===== src/rtl/aes_pkg.sv =====
// Shared AES-128 constants, key-schedule state encoding and word helpers.
package aes_pkg;

    localparam logic [3:0] NR = 4'd10;
    localparam int         NK = 4;

    typedef enum logic [2:0] {
        IDLE,
        FWD_SUB,
        FWD_UPD,
        READY,
        INV_SUB,
        INV_UPD
    } state_t;

    function automatic logic [31:0] rot_word(input logic [31:0] w);
        return {w[23:0], w[31:24]};
    endfunction

    function automatic logic [31:0] rcon(input logic [3:0] r);
        logic [7:0] b;
        case (r)
            4'd1:    b = 8'h01;
            4'd2:    b = 8'h02;
            4'd3:    b = 8'h04;
            4'd4:    b = 8'h08;
            4'd5:    b = 8'h10;
            4'd6:    b = 8'h20;
            4'd7:    b = 8'h40;
            4'd8:    b = 8'h80;
            4'd9:    b = 8'h1b;
            4'd10:   b = 8'h36;
            default: b = 8'h00;
        endcase
        return {b, 24'h000000};
    endfunction

endpackage


===== src/rtl/aes_subword_sync.sv =====
// SubWord on one 32-bit word through four synchronous S-box lookups (one cycle latency).
module aes_subword_sync (
    input  logic        clk,
    input  logic [31:0] word_in,
    output logic [31:0] word_out
);

    for (genvar i = 0; i < 4; i++) begin : g_byte
        sbox_sync u_sbox (
            .clk  (clk),
            .addr (word_in[8*i +: 8]),
            .data (word_out[8*i +: 8])
        );
    end

endmodule


===== src/rtl/sbox_sync.sv =====
// AES forward S-box with a registered output: address in cycle N, data in cycle N+1.
module sbox_sync (
    input  logic       clk,
    input  logic [7:0] addr,
    output logic [7:0] data
);

    localparam logic [0:255][7:0] SBOX = {
        8'h63, 8'h7c, 8'h77, 8'h7b, 8'hf2, 8'h6b, 8'h6f, 8'hc5, 8'h30, 8'h01, 8'h67, 8'h2b, 8'hfe, 8'hd7, 8'hab, 8'h76,
        8'hca, 8'h82, 8'hc9, 8'h7d, 8'hfa, 8'h59, 8'h47, 8'hf0, 8'had, 8'hd4, 8'ha2, 8'haf, 8'h9c, 8'ha4, 8'h72, 8'hc0,
        8'hb7, 8'hfd, 8'h93, 8'h26, 8'h36, 8'h3f, 8'hf7, 8'hcc, 8'h34, 8'ha5, 8'he5, 8'hf1, 8'h71, 8'hd8, 8'h31, 8'h15,
        8'h04, 8'hc7, 8'h23, 8'hc3, 8'h18, 8'h96, 8'h05, 8'h9a, 8'h07, 8'h12, 8'h80, 8'he2, 8'heb, 8'h27, 8'hb2, 8'h75,
        8'h09, 8'h83, 8'h2c, 8'h1a, 8'h1b, 8'h6e, 8'h5a, 8'ha0, 8'h52, 8'h3b, 8'hd6, 8'hb3, 8'h29, 8'he3, 8'h2f, 8'h84,
        8'h53, 8'hd1, 8'h00, 8'hed, 8'h20, 8'hfc, 8'hb1, 8'h5b, 8'h6a, 8'hcb, 8'hbe, 8'h39, 8'h4a, 8'h4c, 8'h58, 8'hcf,
        8'hd0, 8'hef, 8'haa, 8'hfb, 8'h43, 8'h4d, 8'h33, 8'h85, 8'h45, 8'hf9, 8'h02, 8'h7f, 8'h50, 8'h3c, 8'h9f, 8'ha8,
        8'h51, 8'ha3, 8'h40, 8'h8f, 8'h92, 8'h9d, 8'h38, 8'hf5, 8'hbc, 8'hb6, 8'hda, 8'h21, 8'h10, 8'hff, 8'hf3, 8'hd2,
        8'hcd, 8'h0c, 8'h13, 8'hec, 8'h5f, 8'h97, 8'h44, 8'h17, 8'hc4, 8'ha7, 8'h7e, 8'h3d, 8'h64, 8'h5d, 8'h19, 8'h73,
        8'h60, 8'h81, 8'h4f, 8'hdc, 8'h22, 8'h2a, 8'h90, 8'h88, 8'h46, 8'hee, 8'hb8, 8'h14, 8'hde, 8'h5e, 8'h0b, 8'hdb,
        8'he0, 8'h32, 8'h3a, 8'h0a, 8'h49, 8'h06, 8'h24, 8'h5c, 8'hc2, 8'hd3, 8'hac, 8'h62, 8'h91, 8'h95, 8'he4, 8'h79,
        8'he7, 8'hc8, 8'h37, 8'h6d, 8'h8d, 8'hd5, 8'h4e, 8'ha9, 8'h6c, 8'h56, 8'hf4, 8'hea, 8'h65, 8'h7a, 8'hae, 8'h08,
        8'hba, 8'h78, 8'h25, 8'h2e, 8'h1c, 8'ha6, 8'hb4, 8'hc6, 8'he8, 8'hdd, 8'h74, 8'h1f, 8'h4b, 8'hbd, 8'h8b, 8'h8a,
        8'h70, 8'h3e, 8'hb5, 8'h66, 8'h48, 8'h03, 8'hf6, 8'h0e, 8'h61, 8'h35, 8'h57, 8'hb9, 8'h86, 8'hc1, 8'h1d, 8'h9e,
        8'he1, 8'hf8, 8'h98, 8'h11, 8'h69, 8'hd9, 8'h8e, 8'h94, 8'h9b, 8'h1e, 8'h87, 8'he9, 8'hce, 8'h55, 8'h28, 8'hdf,
        8'h8c, 8'ha1, 8'h89, 8'h0d, 8'hbf, 8'he6, 8'h42, 8'h68, 8'h41, 8'h99, 8'h2d, 8'h0f, 8'hb0, 8'h54, 8'hbb, 8'h16
    };

    always_ff @(posedge clk) begin
        data <= SBOX[addr];
    end

endmodule


===== src/rtl/aes_inv_key_schedule.sv =====
// AES-128 round keys delivered from round 10 down to round 0 for decryption.
// Optional AES_INV_KS_CACHE_EN stores all 11 round keys so inverse steps skip the S-box.
//
// state   | meaning
// IDLE    | no key loaded, outputs parked
// FWD_SUB | forward step: RotWord(k3) presented to the S-box
// FWD_UPD | forward step: next round key registered
// READY   | round_key/round valid, waiting for next
// INV_SUB | inverse step: p1..p3 registered, RotWord(p3) presented to the S-box
// INV_UPD | inverse step: p0 (or cached key) registered, round decremented
module aes_inv_key_schedule
    import aes_pkg::*;
(
    input  logic         clk,
    input  logic         reset_n,
    input  logic         start,
    input  logic [127:0] key_in,
    input  logic         next,
    output logic [127:0] round_key,
    output logic [3:0]   round,
    output logic         valid,
    output logic         busy,
    output logic         last
);

    state_t      state;
    logic [31:0] kw [NK];
    logic [31:0] sbox_addr;
    logic [31:0] sbox_data;
    logic [31:0] t_word;
    logic [31:0] n0, n1, n2, n3;
    logic [3:0]  round_inc;
    logic [3:0]  round_dec;

    always_comb begin
        for (int i = 0; i < NK; i++) begin
            kw[i] = round_key[127-32*i -: 32];
        end
    end

    assign round_inc = round + 4'd1;
    assign round_dec = round - 4'd1;

    // One S-box serves both directions; only INV_SUB needs the derived p3 word.
    assign sbox_addr = (state == INV_SUB) ? rot_word(kw[3] ^ kw[2]) : rot_word(kw[3]);

    aes_subword_sync u_subword (
        .clk      (clk),
        .word_in  (sbox_addr),
        .word_out (sbox_data)
    );

    assign t_word = sbox_data ^ rcon(round_inc);
    assign n0     = kw[0] ^ t_word;
    assign n1     = kw[1] ^ n0;
    assign n2     = kw[2] ^ n1;
    assign n3     = kw[3] ^ n2;

`ifdef AES_INV_KS_CACHE_EN
    logic [127:0] cache [0:10];

    always_ff @(posedge clk) begin
        if (start) begin
            cache[0] <= key_in;
        end else if (state == FWD_UPD) begin
            cache[round_inc] <= {n0, n1, n2, n3};
        end
    end
`endif

    always_ff @(posedge clk or negedge reset_n) begin
        if (!reset_n) begin
            state     <= IDLE;
            round_key <= '0;
            round     <= '0;
            valid     <= 1'b0;
            busy      <= 1'b0;
            last      <= 1'b0;
        end else if (start) begin
            state     <= FWD_SUB;
            round_key <= key_in;
            round     <= '0;
            valid     <= 1'b0;
            busy      <= 1'b1;
            last      <= 1'b0;
        end else begin
            case (state)
                IDLE: ;
                FWD_SUB: state <= FWD_UPD;
                FWD_UPD: begin
                    round_key <= {n0, n1, n2, n3};
                    round     <= round_inc;
                    if (round_inc == NR) begin
                        state <= READY;
                        valid <= 1'b1;
                        busy  <= 1'b0;
                    end else begin
                        state <= FWD_SUB;
                    end
                end
                READY: begin
                    if (next && valid && (round != 4'd0)) begin
                        busy <= 1'b1;
`ifdef AES_INV_KS_CACHE_EN
                        state <= INV_UPD;
`else
                        state <= INV_SUB;
                        valid <= 1'b0;
`endif
                    end
                end
                INV_SUB: begin
                    round_key <= {kw[0], kw[1] ^ kw[0], kw[2] ^ kw[1], kw[3] ^ kw[2]};
                    state     <= INV_UPD;
                end
                INV_UPD: begin
`ifdef AES_INV_KS_CACHE_EN
                    round_key <= cache[round_dec];
`else
                    round_key[127:96] <= kw[0] ^ sbox_data ^ rcon(round);
`endif
                    round <= round_dec;
                    valid <= 1'b1;
                    busy  <= 1'b0;
                    last  <= (round_dec == 4'd0);
                    state <= READY;
                end
                default: state <= IDLE;
            endcase
        end
    end

endmodule


===== config.mk =====
export PLATFORM = sky130hd
export DESIGN_NAME = aes_inv_key_schedule
export DESIGN_NICKNAME = d
export VERILOG_FILES = /design/src/rtl/aes_pkg.sv /design/src/rtl/aes_subword_sync.sv /design/src/rtl/sbox_sync.sv /design/src/rtl/aes_inv_key_schedule.sv
export SDC_FILE = /design/constraint.sdc
export NUM_CORES = 1
export LEC_CHECK = 0
export ABC_AREA = 1
export BUFFER_PORTS_ARGS = -buffer_cell sky130_fd_sc_hd__buf_4
export CAP_MARGIN = 10
export CELL_PAD_IN_SITES_DETAIL_PLACEMENT = 1
export CELL_PAD_IN_SITES_GLOBAL_PLACEMENT = 2
export CORE_AREA = 5 5 346 246
export DETAILED_ROUTE_END_ITERATION = 12
export DIE_AREA = 0 0 351 251
export PLACE_DENSITY = 0.85
export SLEW_MARGIN = 25
export SYNTH_ARGS = -nofsm -noshare
export SYNTH_HDL_FRONTEND = slang
export SYNTH_SLANG_ARGS = --single-unit

===== constraint.sdc =====
create_clock -name clk -period 2.6 [get_ports clk]
set_input_delay 0.13 -clock clk [delete_from_list [all_inputs] [get_ports clk]]
set_output_delay 0.13 -clock clk [all_outputs]
set_load 0.01 [all_outputs]

==> results.md <==
* Share of cells above drive strength 1 at 26.62%
* YS warnings at 0
* Die area at 88,100 um^2
* Worst Setup Slack, final at 0.0001541 ns
* Worst r2r path cells at 16
* Top post-synthesis cells by area: nand3_1 (28%), nand2_1 (22%), dfrtp_1 (15%)
* Req. time, crit path at 3.02 ns
* Final min period at 2.600 ns
* CP Buf/Inv Count at 5
* Starting Density at 27.76%
* Max Fanout on Critical Path at 6
* Detailed-route wire length per cell at 24.93 um
* Port bufs at 266
* Final Hold Fails at 0
* Ports at 267
* Via Count at 33,671
* Clk_lat worst skew at 0.52 ns
* First-pass GRT wire length at 209,200 um
* Num rows at 88
* Slew of the pin with the lowest slew margin at 0.8682 ns
* Die outline width at 351 um
* Drt pass-1 iters at 6
* Crit. Startpoint: state[0]$_DFFE_PN0P_
* Clk buf depth at 2
* Most frequent cell after synthesis: nand2_1
* CP Capture Point: u_subword.g_byte[0].u_sbox.data[1]$_DFF_P_
* Worst-path cell chain: buf_6 > nor2_4 > buf_12 > buf_12 > nand2_1 > nand2_2 > ha_2 > buf_4 > inv_2 > nand2_2 > nor2_2 > nand3b_1 > nand3_1 > nand3_1 > nand3_1 > nand2_1
* Rel. slew slack at 41.51%
* Die height at 251 um
* Status: completed
* Worst path top cell family by delay: simple AND/OR/NAND/NOR gates
* RSZ-0062 raised after global routing: yes
* Drt total wl at 145,700 um
* Synthesized flop and latch total at 170
* Total grt overflow at 0
* Layout overhead on the synthesized area at 49.90%
* Core area at 81,590 um^2
* Post-synth design cell area at 22,650 um^2
* Max Slew Vio Count at 0
* # setup viols final at 0
* ANT nets after route at 0
* Worst Hold Class: input pin to register
* Maximum clock rate at 384.6 MHz
* Worst r2r dst: u_subword.g_byte[0].u_sbox.data[1]$_DFF_P_
* R2R setup slack at 0.0002 ns
* Synth cell types at 38
* CTS H-tree lvls at 4
* CTS tree: done
* FILL cells at 10,580
* TritonCTS buffer count at 17
* Crit-path max cell delay at 0.41 ns
* Vias in the first global route at 32,331
* Avg Synthesized Cell Area at 5.599 um^2
* Initial antenna violation count at 5
* Layout Skew at 0.02435 ns
* Placer Congestion at 1.057
* Main synth FF type: dfrtp_1
* Tcrit/Tclk final at 99.99%
* Post-synthesis sequential area ratio at 18.08%
* Critical path depth at 16
* Worst-path clk slew at 0.09 ns
* Synth area leader: nand3_1
* Setup CP Type: register to register
* Asr flop ratio synth at 81.18%
* Critical path's most frequent cell: nand3_1
* Clock sink count at 170
* Max-cap violation count at 0
* Dpl ws at -0.2894 ns
* Post-synth net total at 4,244
* Worst Setup End Kind: register
* Initial DRC count at 4,227
* Vias per Instance at 5.760
* Gate Count Post-Synth at 4,045
* Number of synthesized flops with an enable pin at 0
* Post-synth top area share at 27.62%
* DP HPWL at 105,500 um
* Root Driver: clkbuf_16
* Total GRT Usage at 30.76%
* Post-synth top cells: nand2_1 (1,316), nand3_1 (1,250), inv_1 (255)
* Crit path DAT at 3.02 ns
* # DRC at 0
* Reg2reg start: state[0]$_DFFE_PN0P_
* Final net count at 4,951
* CP Launch Type: register
* Largest net degree at the start of global routing at 62
* Critical path's slowest cell: dfrtp_1
worst min-delay path by stage:
stage / startpoint / end / cells after the start
final: next / state[1]$_DFFE_PN0P_ / 4
after global routing: next / state[1]$_DFFE_PN0P_ / 4
after CTS: key_in[38] / round_key[38]$_DFFE_PN0P_ / 3
after detailed placement: reset_n / round_key[59]$_DFFE_PN0P_ / 1
after global placement: reset_n / round_key[92]$_DFFE_PN0P_ / 1
after floorplan: reset_n / busy$_DFFE_PN0P_ / 0
cell families (layout without fill, tap and decap cells):
group	after synthesis	in the layout	share of synthesized area (%)
AOI/OAI and AO/OA	396	396	10.03
buffers and inverters	532	1251	10.13
DFF	170	170	18.08
adders and majority gates	67	67	3.702
other	0	2	0
and+or+nand+nor	2769	2769	53.77
xor gates and xnor gates	111	111	4.293
per-stage QoR:
stage / hold slack [ns] / area, um^2 / TNS [ns] / cells / utilization, %
3_5_place_dp: 0.1130 / 29320 / -2.966 / 5624 / 35.94
2_1_floorplan: -0.1656 / 22650 / 0 / 4045 / -
6_report: 0.09267 / 33950 / 0 / 5846 / 41.61
4_1_cts: 0.02482 / 31920 / -0.008034 / 5794 / 39.12
3_3_place_gp: 0.1051 / 29320 / -1.941 / 5624 / 35.94
5_1_grt: 0.08597 / 33950 / -1.179 / 5845 / 41.61
worst min-delay path, stage by stage:
cell and delay (ns):
buf_4 0.09, a31oi_1 0.13, nand2_1 0.14, nand2_1 0.07
metal layers:
layer / share of wire, % / vias up / global-route usage (%)
met4: 3.3 / 6 / 8.822
met5: 0.023 / - / 0
met2: 41 / 1931 / 43.74
met1: 44 / 16494 / 45.45
met3: 11 / 295 / 7.851
li1: - / 14945 / -
layout by cell type, fill, tap and decap left out, types with 84 or more instances in the layout:
cell	instances
buf_4	687
dfrtp_1	138
dlygate4sd3_1	126
inv_1	231
nand2_1	1191
nand2_2	120
nand3_1	1124
nand3_2	119
nor2_1	105
o21ai_0	215
xor2_1	84
layout make-up:
type | count | area, um^2 | area share (%)
Antenna cell | 2 | 5.005 | 0.01474
Clock buffer | 18 | 439.2 | 1.294
Clock inverter | 13 | 216.5 | 0.6376
Inverter | 270 | 1046 | 3.081
Multi-Input combinational cell | 3343 | 18020 | 53.07
Sequential cell | 170 | 4094 | 12.06
Tap cell | 1080 | 1351 | 3.981
Timing Repair Buffer | 950 | 8780 | 25.86
flip-flops by register name, summed over array words and instances, names as in the netlist:
signal                        cells
round                             4
u_subword.g_byte.u_sbox.data     32
valid                             1
busy                              1
last                              1
round_key                       128
state                             3
repair_timing:
action	CTS	global route
gates resized for setup	125	360
setup endpoints to repair	32	44
setup buffers	8	42
hold buffers	126	0
gates cloned	5	9
pin swaps	10	73
hold endpoints to repair	211	0
Power is left out: the tool's default activity adds up to more than one toggle a clock period on the data nets, which glitch-free logic cannot reach.
